File: config.mk
export PLATFORM = sky130hd
export DESIGN_NAME = bnn_frame_sched
export DESIGN_NICKNAME = d
export VERILOG_FILES = /design/src/rtl/bnn_frame_sched.sv
export SDC_FILE = /design/constraint.sdc
export NUM_CORES = 1
export LEC_CHECK = 0
export CORE_AREA = 10 10 137 139
export CTS_CLUSTER_DIAMETER = 150
export DETAILED_ROUTE_END_ITERATION = 8
export DIE_AREA = 0 0 147 149
export GPL_TIMING_DRIVEN = 0
export PLACE_DENSITY = 0.8
export SYNTH_ARGS = -nofsm -noshare
export SYNTH_HDL_FRONTEND = slang
export SYNTH_SLANG_ARGS = --single-unit
File: constraint.sdc
create_clock -name clk -period 3.6 [get_ports clk]
set_clock_uncertainty 0.15 [all_clocks]
set_input_delay 0.72 -clock clk [delete_from_list [all_inputs] [get_ports clk]]
set_output_delay 0.72 -clock clk [all_outputs]
set_load 0.03 [all_outputs]
File: src/rtl/bnn_frame_sched.sv
// bnn_frame_sched: batch sequencer in front of the BNN accelerator.
// Gates weight/image streams by phase, runs the core, emits per-image argmax.
module bnn_frame_sched #(
    parameter int DW          = 32,
    parameter int IMG_BEATS   = 784,
    parameter int CW_BEATS    = 150,
    parameter int FCW_BEATS   = 1960,
    parameter int NUM_CLASSES = 10,
    parameter int TIMEOUT     = 65535
) (
    input  logic                 clk,
    input  logic                 rstn,
    input  logic                 cfg_start,
    input  logic [15:0]          cfg_num_images,
    input  logic                 cfg_load_w,
    input  logic                 s_img_tvalid,
    input  logic [DW-1:0]        s_img_tdata,
    output logic                 s_img_tready,
    input  logic                 s_w_tvalid,
    input  logic                 s_w_tdata,
    output logic                 s_w_tready,
    input  logic                 s_wfc_tvalid,
    input  logic                 s_wfc_tdata,
    output logic                 s_wfc_tready,
    output logic                 m_img_tvalid,
    output logic [DW-1:0]        m_img_tdata,
    input  logic                 m_img_tready,
    output logic                 m_w_tvalid,
    output logic                 m_w_tdata,
    input  logic                 m_w_tready,
    output logic                 m_wfc_tvalid,
    output logic                 m_wfc_tdata,
    input  logic                 m_wfc_tready,
    output logic                 start_cnn,
    input  logic                 cnn_done,
    input  logic                 result_tvalid,
    input  logic signed [DW-1:0] result_tdata,
    output logic                 class_tvalid,
    output logic [3:0]           class_idx,
    output logic signed [DW-1:0] class_score,
    output logic                 busy,
    output logic                 done,
    output logic                 err
);

    localparam int MAXB = (CW_BEATS > FCW_BEATS)
                        ? ((CW_BEATS > IMG_BEATS) ? CW_BEATS : IMG_BEATS)
                        : ((FCW_BEATS > IMG_BEATS) ? FCW_BEATS : IMG_BEATS);
    localparam int BW = $clog2(MAXB + 1);
    localparam int RW = $clog2(NUM_CLASSES + 1);
    localparam int TW = $clog2(TIMEOUT + 1);

    typedef enum logic [2:0] {
        S_IDLE,
        S_LOAD_CW,
        S_LOAD_FCW,
        S_LOAD_IMG,
        S_RUN,
        S_EMIT,
        S_DONE,
        S_ERR
    } state_t;

    state_t                 state;
    logic [BW-1:0]          beat_cnt;
    logic [RW-1:0]          res_cnt;
    logic [TW-1:0]          run_cnt;
    logic [15:0]            img_cnt;
    logic [15:0]            num_images;
    logic                   done_seen;
    logic signed [DW-1:0]   max_score;
    logic [3:0]             max_idx;

    logic                   en_w;
    logic                   en_wfc;
    logic                   en_img;
    logic                   w_fire;
    logic                   wfc_fire;
    logic                   img_fire;
    logic                   res_fire;
    logic                   take_max;
    logic                   res_full;
    logic                   run_exit;
    logic signed [DW-1:0]   nxt_score;
    logic [3:0]             nxt_idx;

    assign en_w   = (state == S_LOAD_CW);
    assign en_wfc = (state == S_LOAD_FCW);
    assign en_img = (state == S_LOAD_IMG);

    assign m_w_tvalid   = s_w_tvalid & en_w;
    assign s_w_tready   = m_w_tready & en_w;
    assign m_w_tdata    = s_w_tdata;
    assign m_wfc_tvalid = s_wfc_tvalid & en_wfc;
    assign s_wfc_tready = m_wfc_tready & en_wfc;
    assign m_wfc_tdata  = s_wfc_tdata;
    assign m_img_tvalid = s_img_tvalid & en_img;
    assign s_img_tready = m_img_tready & en_img;
    assign m_img_tdata  = s_img_tdata;

    assign w_fire   = m_w_tvalid & m_w_tready;
    assign wfc_fire = m_wfc_tvalid & m_wfc_tready;
    assign img_fire = m_img_tvalid & m_img_tready;

    // beats past NUM_CLASSES are dropped; first beat always seeds the max
    assign res_fire  = (state == S_RUN) && result_tvalid
                    && (res_cnt < RW'(NUM_CLASSES));
    assign take_max  = res_fire
                    && ((res_cnt == '0) || (result_tdata > max_score));
    assign nxt_score = take_max ? result_tdata : max_score;
    assign nxt_idx   = take_max ? 4'(res_cnt) : max_idx;
    assign res_full  = (res_cnt == RW'(NUM_CLASSES))
                    || (res_fire && (res_cnt == RW'(NUM_CLASSES - 1)));
    assign run_exit  = (done_seen || cnn_done) && res_full;

    always_ff @(posedge clk or negedge rstn) begin
        if (!rstn) begin
            state        <= S_IDLE;
            beat_cnt     <= '0;
            res_cnt      <= '0;
            run_cnt      <= '0;
            img_cnt      <= '0;
            num_images   <= '0;
            done_seen    <= 1'b0;
            max_score    <= '0;
            max_idx      <= '0;
            start_cnn    <= 1'b0;
            class_tvalid <= 1'b0;
            class_idx    <= '0;
            class_score  <= '0;
            busy         <= 1'b0;
            done         <= 1'b0;
            err          <= 1'b0;
        end else begin
            done         <= 1'b0;
            class_tvalid <= 1'b0;
            unique case (state)
                S_IDLE, S_ERR: begin
                    if (cfg_start) begin
                        err        <= 1'b0;
                        num_images <= cfg_num_images;
                        img_cnt    <= '0;
                        if (cfg_num_images == 16'd0) begin
                            done  <= 1'b1;
                            busy  <= 1'b0;
                            state <= S_IDLE;
                        end else begin
                            busy  <= 1'b1;
                            state <= cfg_load_w ? S_LOAD_CW : S_LOAD_IMG;
                        end
                    end
                end
                S_LOAD_CW: begin
                    if (w_fire) begin
                        if (beat_cnt == BW'(CW_BEATS - 1)) begin
                            beat_cnt <= '0;
                            state    <= S_LOAD_FCW;
                        end else begin
                            beat_cnt <= beat_cnt + BW'(1);
                        end
                    end
                end
                S_LOAD_FCW: begin
                    if (wfc_fire) begin
                        if (beat_cnt == BW'(FCW_BEATS - 1)) begin
                            beat_cnt <= '0;
                            state    <= S_LOAD_IMG;
                        end else begin
                            beat_cnt <= beat_cnt + BW'(1);
                        end
                    end
                end
                S_LOAD_IMG: begin
                    if (img_fire) begin
                        if (beat_cnt == BW'(IMG_BEATS - 1)) begin
                            beat_cnt  <= '0;
                            res_cnt   <= '0;
                            run_cnt   <= '0;
                            done_seen <= 1'b0;
                            start_cnn <= 1'b1;
                            state     <= S_RUN;
                        end else begin
                            beat_cnt <= beat_cnt + BW'(1);
                        end
                    end
                end
                S_RUN: begin
                    if (res_fire) begin
                        res_cnt <= res_cnt + RW'(1);
                    end
                    max_score <= nxt_score;
                    max_idx   <= nxt_idx;
                    if (cnn_done) begin
                        done_seen <= 1'b1;
                    end
                    // a completion in the final allowed cycle still wins
                    if (run_exit) begin
                        start_cnn    <= 1'b0;
                        class_tvalid <= 1'b1;
                        class_idx    <= nxt_idx;
                        class_score  <= nxt_score;
                        img_cnt      <= img_cnt + 16'd1;
                        state        <= S_EMIT;
                    end else if (run_cnt == TW'(TIMEOUT - 1)) begin
                        start_cnn <= 1'b0;
                        err       <= 1'b1;
                        busy      <= 1'b0;
                        state     <= S_ERR;
                    end else begin
                        run_cnt <= run_cnt + TW'(1);
                    end
                end
                S_EMIT: begin
                    if (img_cnt == num_images) begin
                        done  <= 1'b1;
                        busy  <= 1'b0;
                        state <= S_DONE;
                    end else begin
                        state <= S_LOAD_IMG;
                    end
                end
                S_DONE: begin
                    state <= S_IDLE;
                end
                default: begin
                    state <= S_IDLE;
                end
            endcase
        end
    end

endmodule

# Word level (Yosys, flattened, before mapping)
# Cells that the tools add are included.
classes:
  add_sub_neg: 4
  order_cmp: 2
  eq_ne: 29
  mux: 58
  bitwise_logic: 9
  reduce_logical: 27
op_table:
  columns: ["op", "n"]
  rows:
  - ["$mux 16", 6]
  - ["$mux 11", 6]
  - ["$pmux 16 s2", 2]
  - ["$pmux 11 s3", 1]
  - ["$add 16x1->16 const B", 2]
  - ["$gt 32x32->1", 1]
  - ["$mux 32", 1]
  - ["$mux 3", 10]
  - ["$pmux 3 s7", 1]
  - ["$reduce_and 4->1", 5]
  - ["$mux 1", 19]
  - ["$eq 16x16->1", 1]
  - ["$eq 16x16->1 const B", 1]
  - ["$logic_not 16->1", 1]
  - ["$mux 4", 4]
  - ["$ne 2x1->1 const B", 7]
  - ["$ne 2x2->1 const B", 7]
  - ["$eq 3x3->1 const B", 4]
  - ["$add 11x1->11 const B", 1]
  - ["$eq 11x10->1 const B", 1]
  - ["$eq 11x11->1 const B", 1]
  - ["$eq 11x8->1 const B", 1]
  - ["$reduce_and 5->1", 2]
  - ["$and 1x1->1", 9]
  - ["other kinds (20)", 35]
word_totals:
  ff_bits: 144
  input_bits: 94
  output_inout_bits: 81
  elab_cells: 145

# Logic depth before layout (Yosys ltp)
logic_depth:
  depth_word: 8
  mapped_depth: 11
  mapped_depth_nobuf: 9

# Worst setup path before layout
# Ideal clock, no wire load.
synth_timing:
  kind: "in2reg"
  start: "input result_tdata[14]"
  end: "register max_score[22]"
  setup_ps: 139
  arrival_time_ps: 2671
  required_ps: 3311
  setup_slack_ps: 641
  stages: 10
  path_cell_list: "ha_1 > a21oi_1 > nand2_1 > a221o_1 > o31a_1 > o211a_1 > buf_2 > clkbuf_1 > o31ai_1 > o21ai_0"
synth_via:
  elab_chain_len: 4
synth_lines:
  columns: ["item", "line", "rtl"]
  rows:
  - ["from (decl)", "37", "input logic signed [DW-1:0] result_tdata,"]
  - ["$gt 32x32->1", "109", "&& ((res_cnt == '0) || (result_tdata > max_score));"]
  - ["$logic_or 1x1->1", "109", null]
  - ["$logic_and 1x1->1", "109", null]
  - ["$mux 32", "110", "assign nxt_score = take_max ? result_tdata : max_score;"]
  - ["to (signal assigned)", "191", "max_score <= nxt_score;"]
  - ["to (decl)", "71", "logic signed [DW-1:0] max_score;"]
# Every way passes these cells.
# A chain may end at the register's enable or synchronous reset.

# Final worst setup path
layout_timing:
  start: "input result_tdata[7]"
  end: "register class_score[14]"
layout_via:
  elab_chain_len: 4
layout_lines:
  columns: ["item", "line", "rtl"]
  rows:
  - ["$gt 32x32->1", "109", null]
  - ["$logic_or 1x1->1", "109", null]
  - ["$logic_and 1x1->1", "109", null]
  - ["$mux 32", "110", null]
  - ["to (signal assigned)", "201", "class_score <= nxt_score;"]
  - ["to (decl)", "40", "output logic signed [DW-1:0] class_score,"]
# Every way passes these cells.

==> results.ini <==
[logic_synthesis]
synthTopCellsByCount=dfrtp_1, nor2_1, nand2_1, o21ai_0, a21oi_1
synth-main-ff-cell=dfrtp_1
postSynthAreaPerCell_um2=9.11
synthDistinctLibCells=60
yosysWarningCount=0
ys_seq_elements=144
syn_inst=892
yosysTopAreaCellShare_pct=44.3
yosysMostFrequentCell=dfrtp_1
synth_nets=1027
synth_top_cell_by_area=dfrtp_1
async_flop_share_pct=100
synth_area_leaders=dfrtp_1, ha_1, o21ai_0, a21oi_1, nor2_1
netlist_area_um2=8130
synth_edf_count=0
ys_seq_area_share_pct=44.3

[hold_path]
hp-class=primary input to async pin

[timing]
fin_ws_ns=0.156
finalHoldViolCount=0
slew_headroom_pct=16.5
finalCritPeriodShare_pct=95.7
drv_slew=0
min_period_ns=3.44
setup_viol=0
max_freq_ghz=0.290
tightest_slew_ns=1.24
rsz0062_at_grt=no

[setup_path]
crit_top_cell=a21oi_1
crit_path_start_kind=primary input
worstPathRequired_ns=3.79
cp_slowest_cell=clkbuf_1
cp_slowest_stage_delay_ns=0.46
cp_max_fo=10
cp_cell_sequence=clkdlybuf4s50_1, ha_1, a21oi_1, o21ai_0, a221o_1, o31a_1, o211ai_2, clkbuf_1, a41oi_1, a21oi_1
path_class=primary input to flip-flop
critPathArrivalTime_ns=3.64
end_kind=flip-flop

[cts]
clk_pin_slew_ns=0.06
cts_buffers=17
postCtsHoldBufs=0
cts_max_level=4
clockBufferDepth=2
clock-sinks=144
cts_tree=done
cts_root_buf=clkbuf_16
clk_latency_ns=0.43

[die]
die_y_um=149
coreArea_um2=16200
initial_core_util_pct=50.3
die_x_um=147
ios=175
rows=47
dieArea_um2=21900

[routing]
drt-wirelength-per-cell_um=17.2
vias=7256
vias_per_cell=5.65
ant_nets=0
drcViolationCount=0
drt_iter0_markers=521
wl_mm=22.0
first_pass_iters=5

[power_and_ir_drop]
p_per_area_nw_per_um2=579
power_frac_seq_pct=38.4
p_clk_share_pct=28.4
p_sw_w=0.00220
switching_share_pct=36.5
p_leak_nw=4.70
combPwrFrac_pct=33.2
p_int_w=0.00383
irDropWorstVdd_mv=0.393

[layout]
fin_area_um2=10400
drive_gt1_share_pct=9.59
layout.cells.non_filler=1284
utilization_pct=64.5
antenna_cells=0
area_growth_syn_to_layout_pct=28.3
finalNetCount=1186

[global_route]
antenna_found_initial=0
grt_use_met1_pct=24.8
grt_pass1_wl_mm=36.3
overflow=0
grt_use_total_pct=19.9
grt_use_met3_pct=5.16
grt-busiest-layer=met2
grtUsageMet2_pct=32.9
grt_pass1_vias=7383
grt_max_degree=81

[job]
maxCapViolCount=0

[placement]
dp.cells=1252
pre_cts_ws_ns=-0.369
placed_area_um2=9820
place_congestion=0.859
detailed_place_hpwl_mm=16.0
portBuffers=139

[run_status]
status=complete, no violations

==> path summary, 6_finish.rpt <==
| check | from | to | slack [ns] | depth (start not counted) |
|---|---|---|---|---|
| hold reg to reg | class_idx[3] | class_idx[3] | 0.33 | 1 |
| max in group asynchronous | rstn | res_cnt[3] | 2.33 | 2 |
| setup / recovery | result_tdata[7] | class_score[14] | 0.16 | 10 |
| setup reg to reg | res_cnt[1] | class_score[29] | 0.44 | 7 |
| hold / removal | rstn | num_images[7] | 0.17 | 1 |
| min in group clk | class_idx[3] | class_idx[3] | 0.33 | 1 |
==> sequential cells by signal, summed over array words and instances, names as in the netlist <==
name / cells
img_cnt: 16
run_cnt: 16
state: 3
busy: 1
done_seen: 1
num_images: 16
done: 1
max_idx: 4
class_score: 32
max_score: 32
err: 1
class_idx: 4
class_tvalid: 1
start_cnn: 1
beat_cnt: 11
res_cnt: 4
==> per-stage QoR <==
stage	power, W	hold WS, ns	TNS (ns)
6_report	0.00604	0.173	0
3_3_place_gp	0.00422	0.312	-608.40
5_1_grt	0.00646	0.233	0
4_1_cts	0.00604	0.204	0
2_1_floorplan	0.00366	0.274	0
3_5_place_dp	0.00431	0.319	-18.59
==> what timing repair did <==
action,CTS,global route
gates resized for setup,0,8
setup endpoints to repair,0,61
buffers inserted,0,0
==> cells by family after synthesis <==
group	after synthesis	synth area share, %
simple gates	291	17.6
buf+inv	132	7.99
xor+xnor	40	4.31
compound gates	238	18.6
fa+ha+maj	41	6.31
mux	6	0.816
flops	144	44.3
==> critical path, delay by kind of cell <==
| kind | cells | cell delay (ns) |
|---|---|---|
| adders and majority gates | 1 | 0.34 |
| buffers and inverters | 2 | 0.91 |
| AOI/OAI and AO/OA | 7 | 1.67 |
==> final cells by class <==
type | count | area, um2
fillers | 1316 | 5750
multi-input cells | 616 | 3890
flip-flops and latches | 144 | 3600
repair buffers | 140 | 1420
clock buffers | 22 | 474
plain buffers | 79 | 454
well taps | 220 | 275
inverters | 53 | 199
clock inverters | 10 | 104
==> routing by layer <==
metal	vias up	share of wire, %	wire length, um
met5	-	0	0
li1	3489	-	-
met2	253	49	10800
met3	32	6.8	1490
met1	3482	42	9270
met4	0	2.0	434
==> layout by cell type (no fill, tap or decap), drive strengths merged, types with 14 or more instances in the layout <==
master and count:
o31ai 38, a41oi 33, dfrtp 144, o21ai 71, inv 55, xor2 18, a21oi 64, ha 41
buf 54, nand4 20, clkbuf 49, clkdlybuf4s50 138, nor4 14, nand3 20, nor3 20, xnor2 22
nand2 84, nor2 85
==> power by group through the flow <==
stage	sequential, W	clock, W	combinational (W)
4_1_cts	0.00231	0.00173	0.00200
2_1_floorplan	0.00228	0	0.00139
3_5_place_dp	0.00233	0	0.00197
6_report	0.00232	0.00171	0.00201
5_1_grt	0.00237	0.00180	0.00229
3_3_place_gp	0.00231	0	0.00191
Note: power is estimated with default switching activity, not from simulation.
